`src/rtl/bisr_repair_remap.sv`:
```
// Purpose: built-in self-repair stage; logs BIST failing addresses into a small
//          fault table, then remaps mission-mode accesses to spare words.
// Latency: 1 cycle (HIT / SPARE_ODATA registered after the sampling edge); no backpressure.
//
// Ports:
//   CLK, RSTN                  clock, synchronous active-low reset
//   BIST_START, BIST_DONE      one-cycle pulses from the BIST FSM
//   FAIL_VLD, FAIL_ADDR        miscompare report from BIST
//   CE, WEB, ADDR, IDATA       mission-mode access (CE high, WEB low = write)
//   HIT, SPARE_ODATA           registered remap result for the previous access
//   REPAIR_CNT                 number of allocated fault-table entries
//   REPAIR_OK, REPAIR_FAIL     REPAIRED / UNREPAIRABLE state flags
module bisr_repair_remap #(
  parameter int AW     = 16,
  parameter int DW     = 8,
  parameter int NSPARE = 4
) (
  input  logic                          CLK,
  input  logic                          RSTN,
  input  logic                          BIST_START,
  input  logic                          BIST_DONE,
  input  logic                          FAIL_VLD,
  input  logic [AW-1:0]                 FAIL_ADDR,
  input  logic                          CE,
  input  logic                          WEB,
  input  logic [AW-1:0]                 ADDR,
  input  logic [DW-1:0]                 IDATA,
  output logic                          HIT,
  output logic [DW-1:0]                 SPARE_ODATA,
  output logic [$clog2(NSPARE+1)-1:0]   REPAIR_CNT,
  output logic                          REPAIR_OK,
  output logic                          REPAIR_FAIL
);

  localparam int CW = $clog2(NSPARE+1);
  localparam logic [CW-1:0] CNT_FULL = CW'(NSPARE);

  typedef enum logic [1:0] {
    IDLE         = 2'd0,
    COLLECT      = 2'd1,
    REPAIRED     = 2'd2,
    UNREPAIRABLE = 2'd3
  } state_t;

  state_t              state;
  logic [AW-1:0]       tag   [NSPARE];
  logic [DW-1:0]       spare [NSPARE];
  logic [NSPARE-1:0]   vld;
  logic                ovf;

  // Lookup results for the BIST fail address and the mission access address.
  logic                fail_hit;
  logic [NSPARE-1:0]   acc_match;
  logic                acc_hit;
  logic [DW-1:0]       acc_rdata;
  logic                ovf_nxt;

  always_comb begin
    fail_hit  = 1'b0;
    acc_match = '0;
    acc_rdata = '0;
    for (int i = 0; i < NSPARE; i++) begin
      if (vld[i] && (tag[i] == FAIL_ADDR)) begin
        fail_hit = 1'b1;
      end
      if (vld[i] && (tag[i] == ADDR)) begin
        acc_match[i] = 1'b1;
        // Dedupe guarantees a one-hot match, so OR-reduction is a clean mux.
        acc_rdata    = acc_rdata | spare[i];
      end
    end
    acc_hit = |acc_match;
    // Overflow including a fail arriving in this very cycle, so a
    // simultaneous BIST_DONE sees the updated flag.
    ovf_nxt = ovf | (FAIL_VLD & ~fail_hit & (REPAIR_CNT == CNT_FULL));
  end

  always_ff @(posedge CLK) begin
    if (!RSTN) begin
      state       <= IDLE;
      vld         <= '0;
      ovf         <= 1'b0;
      REPAIR_CNT  <= '0;
      HIT         <= 1'b0;
      SPARE_ODATA <= '0;
      REPAIR_OK   <= 1'b0;
      REPAIR_FAIL <= 1'b0;
      for (int i = 0; i < NSPARE; i++) begin
        tag[i]   <= '0;
        spare[i] <= '0;
      end
    end else begin
      HIT <= 1'b0;
      if (BIST_START) begin
        // Restart from any state; spare contents are deliberately kept.
        state       <= COLLECT;
        vld         <= '0;
        ovf         <= 1'b0;
        REPAIR_CNT  <= '0;
        REPAIR_OK   <= 1'b0;
        REPAIR_FAIL <= 1'b0;
      end else begin
        case (state)
          COLLECT: begin
            if (FAIL_VLD && !fail_hit && (REPAIR_CNT != CNT_FULL)) begin
              for (int i = 0; i < NSPARE; i++) begin
                if (REPAIR_CNT == CW'(i)) begin
                  tag[i] <= FAIL_ADDR;
                  vld[i] <= 1'b1;
                end
              end
              REPAIR_CNT <= REPAIR_CNT + CW'(1);
            end
            ovf <= ovf_nxt;
            if (BIST_DONE) begin
              if (ovf_nxt) begin
                state       <= UNREPAIRABLE;
                REPAIR_FAIL <= 1'b1;
              end else begin
                state     <= REPAIRED;
                REPAIR_OK <= 1'b1;
              end
            end
          end
          REPAIRED: begin
            if (CE && acc_hit) begin
              HIT <= 1'b1;
              if (!WEB) begin
                for (int i = 0; i < NSPARE; i++) begin
                  if (acc_match[i]) begin
                    spare[i] <= IDATA;
                  end
                end
              end else begin
                SPARE_ODATA <= acc_rdata;
              end
            end
          end
          default: begin
            // IDLE and UNREPAIRABLE: no remapping, table retained.
          end
        endcase
      end
    end
  end

endmodule
```
`config.mk`:
```
export PLATFORM = sky130hd
export DESIGN_NAME = bisr_repair_remap
export DESIGN_NICKNAME = d
export VERILOG_FILES = /design/src/rtl/bisr_repair_remap.sv
export SDC_FILE = /design/constraint.sdc
export NUM_CORES = 1
export LEC_CHECK = 0
export CAP_MARGIN = 20
export CORE_ASPECT_RATIO = 1.4
export CORE_MARGIN = 2
export CORE_UTILIZATION = 40
export DETAILED_ROUTE_END_ITERATION = 8
export PLACE_DENSITY = 0.65
export SETUP_SLACK_MARGIN = 0.3
export SLEW_MARGIN = 10
export SYNTH_ARGS = -nofsm -noshare
export SYNTH_HDL_FRONTEND = slang
export SYNTH_SLANG_ARGS = --single-unit
```
`constraint.sdc`:
```
create_clock -name CLK -period 12.1 [get_ports CLK]
set_clock_uncertainty 0.1 [all_clocks]
set_input_delay 1.21 -clock CLK [delete_from_list [all_inputs] [get_ports CLK]]
set_output_delay 1.21 -clock CLK [all_outputs]
set_load 0.1 [all_outputs]
```
After elaboration in Yosys (flattened, before gate mapping):

Memory sizes are Yosys's and may differ from the RTL's.
Index checks and enable logic that the tools add are counted.

* bitwise logic cells: 19
* $add $sub $neg: 1
* reductions and logical operators: 28
* eq/ne operators: 15
* mux-type cells: 78

Operator list (number)
* $eq A16 B16 Y1: 8
* $mux W1: 66
* $mux W16: 4
* $mux W8: 8
* $or A8 B8 Y8: 3
* $reduce_and A3 Y1: 6
* $logic_and A1 B1 Y1: 11
* $or A1 B1 Y1: 9
* $eq A3 B2 Y1 const B: 2
* $reduce_and A2 Y1: 3
* $not A1 Y1: 5
* $reduce_and A4 Y1: 1
* $reduce_bool A2 Y1: 2
* $reduce_or A4 Y1: 1
* $add A3 B1 Y3 const B: 1
* $eq A3 B1 Y1 const B: 1
* $eq A3 B3 Y1 const B: 1
* $logic_not A3 Y1: 1
* $ne A3 B3 Y1 const B: 1
* $reduce_or A3 Y1: 1
* $and A1 B1 Y1: 2
* $eq A2 B1 Y1 const B: 1
* $eq A2 B2 Y1 const B: 1
* $reduce_or A2 Y1: 1
* $logic_not A1 Y1: 1

* register bits after elaboration: 21
* RAM bits: 96
* logic and storage cells: 155
* memories kept: 2
* input bits: 47
* output and inout port bits: 14

Memories
* tag: depth 4, width 16, rd ports 4, clocked after memory_dff 0, write ports 4, RTL line 46 `logic [AW-1:0] tag [NSPARE];`
* spare: depth 4, width 8, rd ports 4, clocked after memory_dff 0, write ports 4, RTL line 47 `logic [DW-1:0] spare [NSPARE];`

Logic depth before layout (Yosys ltp):

Gate-level depths: netlist of the first run.
An unclocked memory read counts as a cell.

* word-level depth: 16
* depth in mapped cells: 8

Worst setup path after synthesis of the first run:

Ideal clock, no wire load.

* kind: input to register
* start: input FAIL_ADDR[8]
* end: memory tag[2][0] (enable)
* data required time: 11.564 ns
* library setup time: 0.436 ns
* path buffers: 2
* setup slack: 7.440 ns
* stages: 8
* data arrival time: 4.125 ns
* cell sequence: buf_2 xnor2_1 nand4_1 nor4_1 a32oi_1 nand4_1 buf_2 o41ai_1

RTL lines
* start: declaration: RTL line 23 `input logic [AW-1:0] FAIL_ADDR,`
* end: declaration: RTL line 46

==> reports/metrics.yaml, run 1 <==
detailed_routing:
  dr_total_vias: 5116
  wirelength_mm: 20.4
  vias_per_cell: 5.76
  wl_per_cell_um: 23.0
  drc_errors: 0
  drt-pass1-iter-count: 5
  ant_nets: 0
  drtIter0Drc: 301
worst_hold_path:
  hold_depth: 2
  hold_class: "reg -> reg"
critical_path:
  slowest_stage: "clkdlybuf4s50_1"
  worstPathCellList: "clkdlybuf4s50_1 -> inv_1 -> nor2_1 -> nand3_1 -> nor3_1"
  reg2reg_to: "tag[3][8]$_SDFFCE_PN0P_"
  cp_slowest_stage_delay_ns: 1.08
  endpoint: "tag[1][5]$_SDFFCE_PN0P_"
  critPathRequiredTime_ns: 12.22
  crit_path_max_fanout: 27
  start_kind: "input pin"
  rrSetupSlack_ns: 8.90
  r2r-start: "tag[1][4]$_SDFFCE_PN0P_"
  critPathKind: "in -> reg"
  worstRegToRegCells: 8
  crit_start: "RSTN"
  arrival_ns: 4.45
  end_kind: "register"
cts:
  postCtsHoldBufs: 0
  cts_root_buffer: "clkbuf_16"
  clockBufferDepth: 2
  htree_levels: 4
  clock_latency_ns: 0.41
  cts_tree: "done"
  ctsResizeCount: 0
  post_cts.repair.setup_buffers: 0
  numCtsBuffers: 17
  clk_pin_slew_ns: 0.06
  cts_num_sinks: 117
synthesis:
  yosysMostFrequentCell: "edfxtp_1"
  ys_ff_latch: 117
  synth_seq_area_share_pct: 49.2
  syn_nets: 677
  yosys-top-cells-count: "edfxtp_1, xnor2_1, nor3_1"
  syn_inst: 625
  synthArstFlopShare_pct: 0
  ys_types: 52
  yosys.area.top_type: "edfxtp_1"
  ys_warn_count: 0
  synth.area.top_cells: "edfxtp_1, xnor2_1, dfxtp_1"
  netlist_area_um2: 6710
  synth.top_cell.area_share_pct: 43.0
  ys.flop_type: "edfxtp_1"
  avgSynthCellArea_um2: 10.7
  synth_edf_count: 96
global_routing:
  grt_usage_pct: 23.4
  antenna_found_initial: 0
  grt_pass1_vias: 5263
  grt_max_degree: 73
  grt_pass1_wl_mm: 30.2
  overflow: 0
timing:
  fin_setup_tns_ns: 0
  tightestPinTransition_ns: 1.01
  relSlewSlack_pct: 32.6
  setup_viol: 0
  final_hold_viol_count: 0
  fin_crit_ns: 4.33
  drv_slew: 0
  rsz0062_at_grt: "no"
  fmaxAchievable_mhz: 231
  finalCritPeriodShare_pct: 35.8
placed_design:
  placed_cell_area_um2: 7400
  place_hpwl_mm: 15.3
  gp_congestion: 1.05
  port_buffers: 60
power_and_ir_drop:
  p_leak_nw: 2.51
  p_per_area_nw_per_um2: 134
  irDropWorstVdd_mv: 0.0826
layout:
  area_growth_syn_to_layout_pct: 19.1
  drive_gt1_share_pct: 8.32
  nets: 724
  stdcell_area_um2: 7990
  antenna_cells: 0
floorplanning:
  pin_count: 61
  core-area_um2: 16600
  initial_core_util_pct: 40.4
  die_x_um: 113
  die_area_um2: 17800
  die_h_um: 157
  rows: 56
run:
  drv_cap: 0
status:
  status: "finished clean"
==> cell usage in the layout, fill, tap and decap left out, types with 21 or more instances in the layout <==
cell type,synthesis,routed
clkdlybuf4s50_1,0,60
dfxtp_1,21,21
xor2_1,34,34
nand4_1,54,54
inv_1,23,23
nand2_1,31,31
xnor2_1,91,91
nor2_1,39,39
nor3_1,67,67
edfxtp_1,96,96
==> stage by stage <==
stage               power (mW)  hold WS, ns  cells  util (%)  setup slack, ns
detailed placement       0.584        0.352    853      44.6             7.32
global route              1.10        0.383    888      48.1             7.46
finish                    1.07        0.360    888      48.1             7.77
CTS                       1.07        0.365    885      48.0             7.73
floorplan                0.537        0.364    625         -             7.44
global placement         0.583        0.348    852      44.5             7.35
==> area by class of cell <==
| cell class | count | area (um^2) |
|---|---|---|
| fill | 1491 | 8620 |
| sequential | 117 | 3300 |
| multi-input combinational | 444 | 3110 |
| timing repair buffer | 69 | 658 |
| clock buffer | 20 | 437 |
| tap | 203 | 254 |
| clock inverter | 12 | 136 |
| inverter | 23 | 86.3 |
==> metal layers <==
layer  up-vias  share of wire, %  GRT usage [%]
li1       2382                 -              -
met1      2477                35           23.5
met2       183                54           43.4
met3        74               4.1           4.35
met4         0               6.6           16.0
met5         -                 0              0
==> worst min-delay path by stage <==
| stage | start | endpoint |
|---|---|---|
| final | SPARE_ODATA[6]$_SDFFE_PN0P_ | SPARE_ODATA[6]$_SDFFE_PN0P_ |
| after global routing | SPARE_ODATA[2]$_SDFFE_PN0P_ | SPARE_ODATA[2]$_SDFFE_PN0P_ |
| after CTS | SPARE_ODATA[1]$_SDFFE_PN0P_ | SPARE_ODATA[1]$_SDFFE_PN0P_ |
| after detailed placement | SPARE_ODATA[6]$_SDFFE_PN0P_ | SPARE_ODATA[6]$_SDFFE_PN0P_ |
| after global placement | SPARE_ODATA[6]$_SDFFE_PN0P_ | SPARE_ODATA[6]$_SDFFE_PN0P_ |
| after floorplan | ovf$_SDFFE_PP0P_ | ovf$_SDFFE_PP0P_ |
==> cells by family (layout without fill, tap and decap cells) <==
kind of cell	Yosys count	after routing	share of synthesized area [%]
flops	117	117	49.2
mux	10	10	1.49
fa+ha+maj	5	5	0.932
xor+xnor	130	130	17.7
buf+inv	64	124	4.70
compound gates	50	50	5.07
simple gates	249	249	20.9
==> worst max-delay path, delay by kind of cell <==
| kind | cells | cell delay (ns) |
|---|---|---|
| simple gates | 3 | 2.00 |
| buf+inv | 2 | 1.21 |
==> registers in the layout, indices dropped and copies added, names as in the netlist <==
register,count
HIT,1
REPAIR_CNT,3
REPAIR_FAIL,1
REPAIR_OK,1
SPARE_ODATA,8
ovf,1
spare,32
state,2
tag,64
vld,4
==> report_power, final <==
group          switching, mW  internal [mW]
combinational         0.0736         0.0452
sequential            0.0111          0.448
clock                  0.176          0.319
Power figures use the tool's default switching activity.
==> run 2, diff against run 1 <==
--- a/config.mk
+++ b/config.mk
@@ -10,7 +10,7 @@
 export CORE_MARGIN = 2
 export CORE_UTILIZATION = 40
 export DETAILED_ROUTE_END_ITERATION = 8
-export PLACE_DENSITY = 0.65
+export PLACE_DENSITY = 0.67
 export SETUP_SLACK_MARGIN = 0.3
 export SLEW_MARGIN = 10
 export SYNTH_ARGS = -nofsm -noshare
==> constraint.sdc (replaced) <==
create_clock -name CLK -period 3.7 [get_ports CLK]
set_clock_uncertainty 0.1 [all_clocks]
set_input_delay 0.37 -clock CLK [delete_from_list [all_inputs] [get_ports CLK]]
set_output_delay 0.37 -clock CLK [all_outputs]
set_load 0.1 [all_outputs]
==> run 2 against run 1 <==
  * Worst hold slack lost 0.0032 ns
  * Setup slack got worse by 7.1 ns
  * Cell count rose by 1.6%
  * Die area unchanged
  * Critical path type unchanged
  * Via count is 0.29% higher
  * Power increased to 3.3 times the previous value
  * Highest routed layer unchanged
  * Wire length up 0.41%
  * Clock-buffer cell count down 1
  * First-iteration DRC count grew 50%
  * Largest power group unchanged
  * Global-route usage increased by 0.56 points
  * Flip-flop and latch count stayed put
==> reports/metrics.yaml, run 2 (synthesis results as in run 1) <==
status:
  status: "finished clean"
floorplanning:
  die_area_um2: 17800  # unchanged
  die_h_um: 157  # unchanged
  rows: 56  # unchanged
  die_x_um: 113  # unchanged
  initial_core_util_pct: 40.4  # unchanged
  core-area_um2: 16600  # unchanged
  pin_count: 61  # unchanged
cts:
  clk_pin_slew_ns: 0.06  # about the same
  numCtsBuffers: 17  # unchanged
  post_cts.repair.setup_buffers: 0  # unchanged
  cts_root_buffer: "clkbuf_16"
  cts_num_sinks: 117  # unchanged
  clockBufferDepth: 2  # unchanged
  clock_latency_ns: 0.43  # +0.02 ns
  htree_levels: 4  # unchanged
  postCtsHoldBufs: 0  # unchanged
  cts_tree: "done"
  ctsResizeCount: 0  # unchanged
layout:
  largest_reg_flops: 64  # unchanged
  final_cells: 902  # +1.6%
  top_regs: "tag x64, spare x32, SPARE_ODATA x8"
  area_growth_syn_to_layout_pct: 21.5
  final_cell_mix: "edfxtp_1, xnor2_1, nor3_1"
  layout_commonest_cell: "edfxtp_1"
  regArea_um2: 3300  # unchanged
  antenna_cells: 0  # unchanged
  fillers: 1491  # unchanged
  multiInputGateArea_um2: 3150  # +1.2%
  drive_gt1_share_pct: 11.2  # +2.8 points
  top_register: "tag"
  nets: 738  # +1.9%
critical_path:
  worstRegToRegCells: 8  # unchanged
  reg2reg_to: "tag[1][6]$_SDFFCE_PN0P_"
  arrival_ns: 3.09  # -1.36 ns
  crit_path_max_fanout: 71  # +160%
  cp_slowest_stage_delay_ns: 0.51  # -0.57 ns
  slowest_stage: "clkdlybuf4s50_1"
  end_kind: "register"
  start_kind: "input pin"
  worstPathCellList: "clkdlybuf4s50_1 -> buf_4 -> xnor2_1 -> nand4_1 -> nor4_1 -> a32oi_1 -> nand4_1 -> buf_12 -> o41ai_4 -> buf_4"
  critPathKind: "in -> reg"
  critPathRequiredTime_ns: 3.75  # -8.47 ns
  rrSetupSlack_ns: 0.73  # -8.17 ns
  r2r-start: "tag[1][1]$_SDFFCE_PN0P_"
placed_design:
  gp_congestion: 1.04  # -0.53%
  port_buffers: 60  # unchanged
  place_hpwl_mm: 15.5  # +1.4%
  dpl.cell_count: 869  # +1.9%
  place_ws_ns: 0.217  # -7.10 ns
global_routing:
  overflow: 0  # unchanged
  antenna_found_initial: 0  # unchanged
  grt_usage_pct: 24.0  # +0.56 points
  grt_pass1_vias: 5352  # +1.7%
  grt_max_degree: 72  # -1.4%
  grt_pass1_wl_mm: 30.9  # +2.4%
timing:
  tightestPinTransition_ns: 1.14  # +0.130 ns
  final_hold_viol_count: 0  # unchanged
  finalCritPeriodShare_pct: 82.0
  fin_crit_ns: 3.03
  fin_setup_tns_ns: 0  # unchanged
  drv_slew: 0  # unchanged
  fmaxAchievable_mhz: 330
  setup_viol: 0  # unchanged
  rsz0062_at_grt: "no"
  setup_ws_ns: 0.666  # -7.10 ns
  relSlewSlack_pct: 23.5  # -9.0 points
detailed_routing:
  drtIter0Drc: 451  # +50%
  ant_nets: 0  # unchanged
  drt-pass1-iter-count: 5  # unchanged
  dr_total_vias: 5131  # +0.29%
  vias_per_cell: 5.69  # -1.3%
  drc_errors: 0  # unchanged
  wl_per_cell_um: 22.8  # -1.1%
  wirelength_mm: 20.5  # +0.41%
power_and_ir_drop:
  p_leak_nw: 2.59  # +3.3%
  irDropWorstVdd_mv: 0.316  # +280%
  p_per_area_nw_per_um2: 430  # +220%
worst_hold_path:
  hold_end: "SPARE_ODATA[6]$_SDFFE_PN0P_"
  hold_start: "SPARE_ODATA[6]$_SDFFE_PN0P_"
  hold_depth: 2  # unchanged
  hold_class: "reg -> reg"
run:
  drv_cap: 0  # unchanged
[run 2: routing by layer]
layer	GRT usage, %	vias up	wire (um)	part of all wire, %
li1	-	2413	-	-
met1	24.6	2489	7310	36
met2	44.6	172	11300	55
met3	4.74	57	873	4.3
met4	14.3	0	1070	5.2
met5	0	-	0	0
[run 2: worst max-delay path: cells and delay by family]
kind / cells / cell delay (ns)
buffers and inverters: 4 / 1.26
AND/OR/NAND/NOR: 3 / 0.81
AO/OA/AOI/OAI: 2 / 0.36
XOR/XNOR: 1 / 0.25
[run 2: worst max path at each step]
stage	startpoint	endpoint	slack (ns)	cells after the start
3_3_place_gp	FAIL_ADDR[6]	tag[1][9]$_SDFFCE_PN0P_	0.33	10
3_5_place_dp	FAIL_ADDR[6]	tag[3][11]$_SDFFCE_PN0P_	0.22	8
2_1_floorplan	REPAIR_CNT[0]$_SDFFE_PP0P_	tag[1][0]$_SDFFCE_PN0P_	0.19	5
5_1_grt	FAIL_ADDR[2]	tag[3][10]$_SDFFCE_PN0P_	0.51	8
4_1_cts	FAIL_ADDR[6]	tag[3][10]$_SDFFCE_PN0P_	0.69	8
6_report	FAIL_ADDR[2]	tag[1][6]$_SDFFCE_PN0P_	0.67	10
[run 2: power breakdown]
| group | internal [mW] | switching (mW) |
|---|---|---|
| logic | 0.158 | 0.247 |
| clock network | 0.964 | 0.633 |
| registers | 1.46 | 0.0384 |
| total | 2.59 | 0.918 |
[run 2: through the flow]
stage	cell area, um^2	util [%]	power (mW)	hold WS, ns
after floorplan	6750	-	1.76	0.364
after global placement	7570	45.6	1.93	0.345
after detailed placement	7570	45.6	1.93	0.352
after CTS	8150	49.1	3.51	0.360
after global routing	8160	49.1	3.61	0.381
final	8160	49.1	3.50	0.357
[run 2: area by class of cell]
class / count / area share [%]
sequential: 117 / 40.5
multi-input combinational: 444 / 38.6
timing repair buffer: 83 / 9.63
clock buffer: 19 / 5.55
tap: 203 / 3.11
clock inverter: 13 / 1.49
inverter: 23 / 1.06
